==> src/rtl/as_pack.sv <==
// Shared definitions for the as_* UART blocks: word width, transmitter FSM
// states and the minimum usable baud divider.
package as_pack;

  localparam int uart_width   = 8;
  localparam int UART_MIN_DIV = 2;

  typedef enum logic [2:0] {
    IDLE_ST,
    START_ST,
    DATA_ST,
    PAR_ST,
    STOP_ST
  } tx_state_t;

endpackage

==> src/rtl/as_tx_sync_fifo.sv <==
// Single-clock write FIFO. Write-side accept and read-side pop are each
// guarded by the registered count, so a pop never frees a slot for a write
// in the same cycle. Read data is the current head word (combinational).
module as_tx_sync_fifo #(
  parameter int WIDTH = 8,
  parameter int DEPTH = 4
) (
  input  logic             clk_i,
  input  logic             rst_ni,
  input  logic             wr_i,
  input  logic [WIDTH-1:0] wdata_i,
  input  logic             rd_i,
  output logic [WIDTH-1:0] rdata_o,
  output logic             full_o,
  output logic             empty_o
);

  localparam int AW = $clog2(DEPTH);
  localparam int CW = AW + 1;

  logic [WIDTH-1:0] mem [DEPTH];
  logic [AW-1:0]    wr_ptr_q, wr_ptr_d;
  logic [AW-1:0]    rd_ptr_q, rd_ptr_d;
  logic [CW-1:0]    count_q, count_d;
  logic             push, pop;

  assign full_o  = (count_q == CW'(DEPTH));
  assign empty_o = (count_q == '0);
  assign push    = wr_i && !full_o;
  assign pop     = rd_i && !empty_o;
  assign rdata_o = mem[rd_ptr_q];

  // Next-state for pointers and occupancy; pointers wrap naturally at DEPTH.
  always_comb begin
    // NOTE: every output of a combinational block gets a default first, so no path leaves it unassigned and a latch is never inferred.
    wr_ptr_d = wr_ptr_q;
    rd_ptr_d = rd_ptr_q;
    count_d  = count_q;
    if (push) wr_ptr_d = wr_ptr_q + AW'(1);
    if (pop)  rd_ptr_d = rd_ptr_q + AW'(1);
    unique case ({push, pop})
      2'b10:   count_d = count_q + CW'(1);
      2'b01:   count_d = count_q - CW'(1);
      default: count_d = count_q;
    endcase
  end

  // Pointer and count registers; reset empties the FIFO.
  always_ff @(posedge clk_i or negedge rst_ni) begin
    // NOTE: sequential state uses non-blocking assignments so every flop samples pre-edge values, independent of statement order.
    if (!rst_ni) begin
      wr_ptr_q <= '0;
      rd_ptr_q <= '0;
      count_q  <= '0;
    end else begin
      wr_ptr_q <= wr_ptr_d;
      rd_ptr_q <= rd_ptr_d;
      count_q  <= count_d;
    end
  end

  // Storage array written on accepted pushes.
  always_ff @(posedge clk_i) begin
    // NOTE: storage is deliberately not reset; validity is tracked by count, so clearing the array would only cost reset fan-out.
    if (push) mem[wr_ptr_q] <= wdata_i;
  end

endmodule

==> src/rtl/as_tx_fifo_uart.sv <==
// UART transmitter with a small write FIFO: 1 start bit, uart_width data bits
// LSB first, optional even parity, 1 stop bit. Divider and parity enable are
// captured at frame start; back-to-back frames have no idle gap.
module as_tx_fifo_uart
  import as_pack::*;
#(
  parameter int FIFO_DEPTH = 4,
  parameter int DIV_W      = 16
) (
  input  logic                  clk_i,
  input  logic                  rst_ni,
  input  logic [uart_width-1:0] data_i,
  input  logic                  wr_i,
  input  logic [DIV_W-1:0]      div_i,
  input  logic                  par_en_i,
  input  logic                  clr_ovf_i,
  output logic                  tx_o,
  output logic                  full_o,
  output logic                  empty_o,
  output logic                  busy_o,
  output logic                  done_o,
  output logic                  ovf_o
);

  localparam int                IDX_W    = $clog2(uart_width);
  localparam logic [IDX_W-1:0]  LAST_BIT = IDX_W'(uart_width - 1);

  tx_state_t             state_q, state_d;
  logic [DIV_W-1:0]      cnt_q, cnt_d;
  logic [DIV_W-1:0]      div_q, div_d;
  logic [uart_width-1:0] shift_q, shift_d;
  logic [IDX_W-1:0]      bit_idx_q, bit_idx_d;
  logic                  par_en_q, par_en_d;
  logic                  parity_q, parity_d;
  logic                  tx_q, tx_d;
  logic                  ovf_q, ovf_d;

  logic                  fifo_rd;
  logic [uart_width-1:0] fifo_rdata;
  logic                  fifo_full, fifo_empty;
  logic [DIV_W-1:0]      div_eff;
  logic                  bit_end;
  logic                  load;

  as_tx_sync_fifo #(
    .WIDTH (uart_width),
    .DEPTH (FIFO_DEPTH)
  ) u_fifo (
    .clk_i   (clk_i),
    .rst_ni  (rst_ni),
    .wr_i    (wr_i),
    .wdata_i (data_i),
    .rd_i    (fifo_rd),
    .rdata_o (fifo_rdata),
    .full_o  (fifo_full),
    .empty_o (fifo_empty)
  );

  // Divider values below the minimum would give zero-length bits.
  assign div_eff = (div_i < DIV_W'(UART_MIN_DIV)) ? DIV_W'(UART_MIN_DIV) : div_i;
  assign bit_end = (cnt_q == '0);

  assign tx_o    = tx_q;
  assign full_o  = fifo_full;
  assign empty_o = fifo_empty;
  assign busy_o  = (state_q != IDLE_ST);
  assign ovf_o   = ovf_q;

  // Frame FSM, baud counter, shift register and the next value of the line.
  always_comb begin
    state_d   = state_q;
    cnt_d     = cnt_q;
    div_d     = div_q;
    shift_d   = shift_q;
    bit_idx_d = bit_idx_q;
    par_en_d  = par_en_q;
    parity_d  = parity_q;
    fifo_rd   = 1'b0;
    done_o    = 1'b0;
    load      = 1'b0;
    tx_d      = 1'b1;

    if (state_q != IDLE_ST) cnt_d = bit_end ? div_q - DIV_W'(1) : cnt_q - DIV_W'(1);

    unique case (state_q)
      IDLE_ST:  if (!fifo_empty) load = 1'b1;
      START_ST: if (bit_end) state_d = DATA_ST;
      DATA_ST: begin
        if (bit_end) begin
          shift_d   = shift_q >> 1;
          bit_idx_d = bit_idx_q + IDX_W'(1);
          if (bit_idx_q == LAST_BIT) state_d = par_en_q ? PAR_ST : STOP_ST;
        end
      end
      PAR_ST:   if (bit_end) state_d = STOP_ST;
      STOP_ST: begin
        done_o = bit_end;
        if (bit_end) begin
          if (!fifo_empty) load = 1'b1;
          else             state_d = IDLE_ST;
        end
      end
      default:  state_d = IDLE_ST;
    endcase

    // Frame start: pop the head word and capture this frame's settings.
    if (load) begin
      fifo_rd   = 1'b1;
      state_d   = START_ST;
      shift_d   = fifo_rdata;
      div_d     = div_eff;
      cnt_d     = div_eff - DIV_W'(1);
      par_en_d  = par_en_i;
      parity_d  = ^fifo_rdata;
      bit_idx_d = '0;
    end

    // Line level follows the state being entered, so tx_q is glitch-free.
    unique case (state_d)
      START_ST: tx_d = 1'b0;
      DATA_ST:  tx_d = shift_d[0];
      PAR_ST:   tx_d = parity_d;
      default:  tx_d = 1'b1;
    endcase

    // Overflow is sticky; a new overflow wins over a simultaneous clear.
    if (wr_i && fifo_full) ovf_d = 1'b1;
    else if (clr_ovf_i)    ovf_d = 1'b0;
    else                   ovf_d = ovf_q;
  end

  // State registers; reset aborts any frame and forces the line idle.
  always_ff @(posedge clk_i or negedge rst_ni) begin
    if (!rst_ni) begin
      state_q   <= IDLE_ST;
      cnt_q     <= '0;
      div_q     <= DIV_W'(UART_MIN_DIV);
      shift_q   <= '0;
      bit_idx_q <= '0;
      par_en_q  <= 1'b0;
      parity_q  <= 1'b0;
      tx_q      <= 1'b1;
      ovf_q     <= 1'b0;
    end else begin
      state_q   <= state_d;
      cnt_q     <= cnt_d;
      div_q     <= div_d;
      shift_q   <= shift_d;
      bit_idx_q <= bit_idx_d;
      par_en_q  <= par_en_d;
      parity_q  <= parity_d;
      tx_q      <= tx_d;
      ovf_q     <= ovf_d;
    end
  end

endmodule

==> config.mk <==
export PLATFORM = sky130hd
export DESIGN_NAME = as_tx_fifo_uart
export DESIGN_NICKNAME = d
export VERILOG_FILES = /design/src/rtl/as_pack.sv /design/src/rtl/as_tx_sync_fifo.sv /design/src/rtl/as_tx_fifo_uart.sv
export SDC_FILE = /design/constraint.sdc
export NUM_CORES = 1
export LEC_CHECK = 0
export BUFFER_PORTS_ARGS = -buffer_cell sky130_fd_sc_hd__buf_2
export CORE_ASPECT_RATIO = 0.5
export CORE_UTILIZATION = 50
export CTS_CLUSTER_DIAMETER = 30
export DETAILED_ROUTE_END_ITERATION = 8
export GPL_TIMING_DRIVEN = 0
export PLACE_DENSITY_LB_ADDON = 0.1
export SETUP_SLACK_MARGIN = 0.15
export SLEW_MARGIN = 20
export SYNTH_ARGS = -nofsm -noshare
export SYNTH_HDL_FRONTEND = slang
export SYNTH_HIERARCHICAL = 1
export SYNTH_SLANG_ARGS = --single-unit
==> constraint.sdc <==
create_clock -name clk_i -period 4.81 [get_ports clk_i]
set_clock_uncertainty 0.2 [all_clocks]
set_input_delay 0.481 -clock clk_i [delete_from_list [all_inputs] [get_ports clk_i]]
set_output_delay 0.481 -clock clk_i [all_outputs]
set_load 0.05 [all_outputs]
; ---- Yosys cells after proc, flatten, opt, wreduce, memory -nomap -nowiden
; Memories as Yosys holds them, arrays and structs flattened.
; Cells that the tools add are included.
; Widths: inputs -> output; s select.
[classes]
n_eq_ne = 11
n_reduce_logical = 16
n_lt_le_gt_ge = 1
mux = 31
addsub = 8
[ops]
columns = cell, n
row1 = $mux 16, 4
row2 = $sub 16x1->16 const B, 3
row3 = $mux 3, 11
row4 = $mux 8, 3
row5 = $logic_not 16->1, 1
row6 = $lt 16x2->1 const B, 1
row7 = $pmux 3 s5, 1
row8 = $eq 3x2->1 const B, 4
row9 = $reduce_bool 2->1, 5
row10 = $eq 3x3->1 const B, 3
row11 = $mux 1, 9
row12 = $reduce_xor 8->1, 1
row13 = $add 3x1->3 const B, 2
row14 = $eq 3x1->1 const B, 2
row15 = $logic_not 3->1, 2
row16 = $pmux 3 s2, 1
row17 = $add 2x1->2 const B, 2
row18 = $logic_and 1x1->1, 3
row19 = $pmux 1 s3, 1
row20 = $reduce_bool 3->1, 1
row21 = $sub 3x1->3 const B, 1
row22 = $eq 2x1->1 const B, 1
row23 = $eq 2x2->1 const B, 1
row24 = $logic_not 1->1, 2
row25 = 2 further kinds, 2
[totals]
in_bits = 29
mem_count = 1
ramBits = 32
wordCells = 81
reg_bits = 57
[mem_list]
columns = name, depth, word_bits, rd, rd_clocked_by_memory_dff, wr, line
row1 = u_fifo.mem, 4, 8, 1, 0, 1, as_tx_sync_fifo.sv:21  ; logic [WIDTH-1:0] mem [DEPTH];

; ---- Logic depth before layout (Yosys ltp)
[depth]
ltp_word = 8
ltp_mapped = 17
depth_no_buf = 15

; ---- Hierarchy
; Netlist, hierarchy kept.
[by_module_without_submodules]
columns = module, cells_per_inst, instances, area_per_inst_um2
row1 = as_tx_fifo_uart, 332, 1, 2942.8
row2 = as_tx_sync_fifo, 79, 1, 1592.8

; ---- Worst setup path after synthesis
; Ideal clock, no wire load.
[synth_timing]
path_type = flip-flop to flip-flop
startpoint = register u_fifo.count_q[0]
endpoint = register cnt_q[12]
stages_incl_launch_ff = 18
period_less_slack_ns = 4.651
arrival_ns = 4.314
path_buffers = 2
setup_ns = 0.137
slack_ns = 0.159
path_cell_list = dfrtp_1 -> nor3_1 -> or3_1 -> nor2_2 -> a21oi_4 -> inv_2 -> buf_6 -> clkbuf_1 -> a211o_1 -> o21ai_0 -> ha_1 -> nor3b_1 -> o21ai_0 -> mux2i_1 -> and3b_1 -> and4bb_1 -> xnor2_1 -> a21oi_1
[synth_via]
elab_chain_cells = 5
[synth_lines]
columns = element, line
row1 = "start, declared", as_tx_sync_fifo.sv:24  ; logic [CW-1:0] count_q, count_d;
row2 = "start signal, assigned", as_tx_sync_fifo.sv:58  ; count_q <= count_d;
row3 = $logic_not 3->1 (*), as_tx_sync_fifo.sv:28  ; assign empty_o = (count_q == '0);
row4 = net empty_o, as_tx_fifo_uart.sv:19  ; output logic empty_o,
row5 = $mux 1 (*), "as_tx_fifo_uart.sv:86, as_tx_fifo_uart.sv:99"
row6 = $mux 1, as_tx_fifo_uart.sv:98  ; if (bit_end) begin
row7 = $pmux 1 s2 (*), as_tx_fifo_uart.sv:85  ; unique case (state_q)
row8 = $mux 16 / $reduce_bool 2->1 (equally long branches), n/a
row9 = "end signal, assigned", as_tx_fifo_uart.sv:146  ; cnt_q <= cnt_d;
row10 = "end, declared", as_tx_fifo_uart.sv:29  ; logic [DIV_W-1:0] cnt_q, cnt_d;
; Mark *: on every way through the listed nets, which the timed path passes. The rest lies on a longest branch.
; A chain may end at the register's enable or synchronous reset.

; ---- Final worst setup path
[layout_timing]
startpoint = register u_fifo.count_q[0]
endpoint = register cnt_q[12]
[layout_via]
elab_chain_cells = 5
[layout_lines]
columns = element, line
row1 = $logic_not 3->1 (*), as_tx_sync_fifo.sv:28
row2 = $mux 1 (*), "as_tx_fifo_uart.sv:86, as_tx_fifo_uart.sv:99"
row3 = $mux 1, as_tx_fifo_uart.sv:98
row4 = $pmux 1 s2 (*), as_tx_fifo_uart.sv:85
row5 = $mux 16 / $reduce_bool 2->1 (equally long branches), n/a
; Mark *: on every way between the ends. The rest lies on a longest branch, timed or not.

==> impl_metrics.py <==
metrics = {
    "outcome": {
        "status": "finished clean",
    },
    "power": {
        "p_leak_uw": 0.00216,
        "p_per_area_nw_per_um2": 580,
        "finalPower_uw": 2990,
        "vdd_drop_max_uv": 288,
    },
    "clocking": {
        "cts_made_buffers": 9,
        "clockRootBuffer": "clkbuf_16",
        "cts.clk_slew.worst_paths_ps": 70,
        "cts_hold_buf": 0,
        "cts_setup_buffers": 0,
        "clk_path_buf_depth": 2,
        "cts.sinks": 89,
        "cts_max_level": 3,
        "insertion_delay_ps": 340,
        "cts_tree": "yes",
    },
    "route": {
        "vias": 3355,
        "wl_per_cell_um": 17.5,
        "antenna_left": 0,
        "wirelength_um": 10100,
        "via_per_inst": 5.80,
        "first_pass_iters": 4,
        "drt-initial-drc-count": 282,
        "drc_errors": 0,
    },
    "floorplan": {
        "io_pins": 35,
        "num_rows": 24,
        "die-area_um2": 9480,
        "die_h_um": 69.3,
        "core_area_um2": 8740,
        "initial_utilization_pct": 51.9,
        "chipWidth_um": 137,
    },
    "grt": {
        "grt_max_degree": 58,
        "grt_pass1_vias": 3436,
        "grt_pass1_wl_um": 17000,
        "overflow": 0,
        "grt_use_total_pct": 23.9,
        "antenna_found_initial": 0,
    },
    "yosys": {
        "synth_top_area_share_pct": 30.3,
        "synth_commonest_cells": "nand2_1, dfrtp_1, edfxtp_1, nor2_1, a21oi_1",
        "yosysMostFrequentCell": "nand2_1",
        "synth.distinct_cells": 64,
        "syn_inst": 411,
        "ys_warn_count": 6,
        "netlist_area_um2": 4540,
        "seq_area_frac_synth_pct": 52.7,
        "syn_area_per_cell_um2": 11.0,
        "synthFlopType": "dfrtp_1",
        "synth.largest_area_cell": "dfrtp_1",
        "syn_nets": 449,
        "synth_edf_count": 32,
        "synthTopCellsByArea": "dfrtp_1, edfxtp_1, nand2_1",
        "ys_ff_latch": 89,
        "async_flop_share_pct": 64.0,
    },
    "timing": {
        "hold_ws_ps": 5.23,
        "slew_viol_final": 0,
        "fin_crit_sh_pct": 90.5,
        "rsz0062_at_grt": "no",
        "fin_ws_ps": 458,
        "timing.fmax_ghz": 0.230,
        "setup_viol": 0,
        "relSlewSlack_pct": 41.5,
        "fin_crit_ps": 4350,
        "hold_viol_final": 0,
        "worst_pin_slew_ps": 871,
        "setup-tns-final_ps": 0,
    },
    "setup_path": {
        "cp-end-kind": "flip-flop",
        "path_class": "reg2reg",
        "r2r-end": "cnt_q[12]$_DFFE_PN0P_",
        "reg2reg_from": "u_fifo/count_q[0]$_DFFE_PN0P_",
        "startpoint_type": "flip-flop",
        "reg2reg_slack_ps": 460,
        "cp_data_arrival_time_ps": 4360,
        "worstPathMaxFanout": 10,
        "critPathCapture": "cnt_q[12]$_DFFE_PN0P_",
        "reg2reg_depth": 17,
        "critical_path_required_ps": 4820,
        "startpoint": "u_fifo/count_q[0]$_DFFE_PN0P_",
    },
    "final_layout": {
        "areaGrowthSynthToFinish_pct": 13.8,
        "fin_nets": 494,
        "antenna_cells": 0,
        "seq_area_um2": 2390,
        "multi_input_area_um2": 2020,
        "fillers": 742,
        "drive_above_1_share_pct": 20.2,
    },
    "min_path": {
        "min_path_type": "in2async",
    },
    "placement": {
        "gp_congestion": 0.865,
        "port_buffers": 34,
        "pre_cts_slack_ps": 347,
        "dp_hpwl_um": 7090,
    },
    "run": {
        "cap_violations": 0,
    },
}
## routing by layer
layer	up-vias	share of wire, %	track usage, %
met5	-	0	0
met3	15	5.0	5.77
met4	0	1.5	7.16
li1	1579	-	-
met1	1677	46	31.5
met2	84	48	39.0
## sequential cells by signal, indices dropped and copies added (netlist names)
signal	count
shift_q	8
u_fifo/wr_ptr_q	2
u_fifo/mem	32
parity_q	1
par_en_q	1
ovf_o	1
bit_idx_q	3
u_fifo/count_q	3
cnt_q	16
tx_o	1
div_q	16
state_q	3
u_fifo/rd_ptr_q	2
## worst max-delay path: stages, from the launching register on
cell and delay, ps:
dfrtp_1 480, nor3_4 290, or3_1 250, nor2_2 90, a21oi_4 280, inv_2 110
buf_6 160, clkbuf_1 260, a211o_1 340, o21ai_0 90, ha_1 280, nor3b_1 210
o21ai_0 100, mux2i_1 300, and3b_1 330, and4bb_1 230, xnor2_1 120, a21oi_1 90
## through the flow
step	util, %	cell area (um^2)	std cells
floorplan	-	4540	411
global placement	55.5	4850	562
detailed placement	55.6	4850	562
CTS	58.9	5150	578
global route	59.1	5160	578
finish	59.1	5160	578
## cell type report
class / count / area share (%)
flip-flops and latches: 89 / 46.3
well taps: 117 / 2.83
inverters: 11 / 0.800
clock inverters: 7 / 1.33
plain buffers: 18 / 1.84
repair buffers: 34 / 3.34
multi-input cells: 293 / 39.2
clock buffers: 9 / 4.36
## cell usage in the layout, fill, tap and decap left out, types with 7 or more instances in the layout
cell type	count
clkbuf_16	9
o21ai_0	15
a21oi_1	23
mux2i_1	9
xor2_1	7
dfrtp_1	55
xnor2_1	18
nand2_1	73
nor2_1	27
ha_1	8
buf_2	36
mux4_2	8
clkbuf_1	10
nor3_1	10
inv_1	10
edfxtp_1	32
## where the power goes
| part | switching [uW] | leakage, uW | internal [uW] | total (uW) |
|---|---|---|---|---|
| clock | 328 | 0.000147 | 369 | 697 |
| combinational | 543 | 0.00102 | 484 | 1030 |
| sequential | 207 | 0.000988 | 1060 | 1270 |
## cell families after synthesis
kind of cell / after synthesis / synth area share [%]
simple gates: 160 / 18.1
flops: 89 / 52.7
compound gates: 78 / 11.7
buf+inv: 29 / 2.98
xor+xnor: 25 / 4.83
mux: 21 / 7.03
fa+ha+maj: 9 / 2.65
## worst min-delay path by stage
stage,start,endpoint
2_1_floorplan,rst_ni,bit_idx_q[0]$_DFFE_PN0P_
3_3_place_gp,div_q[11]$_DFFE_PN0N_,div_q[11]$_DFFE_PN0N_
3_5_place_dp,div_q[15]$_DFFE_PN0N_,div_q[15]$_DFFE_PN0N_
4_1_cts,rst_ni,div_q[5]$_DFFE_PN0N_
5_1_grt,rst_ni,div_q[2]$_DFFE_PN0N_
6_report,rst_ni,cnt_q[7]$_DFFE_PN0P_
## what timing repair did
item                                    in CTS  in global routing
resized for setup                            0                  5
endpoints found under the hold margin        0                  0
endpoints found under the setup margin       0                  4
Power figures use the tool's default switching activity.
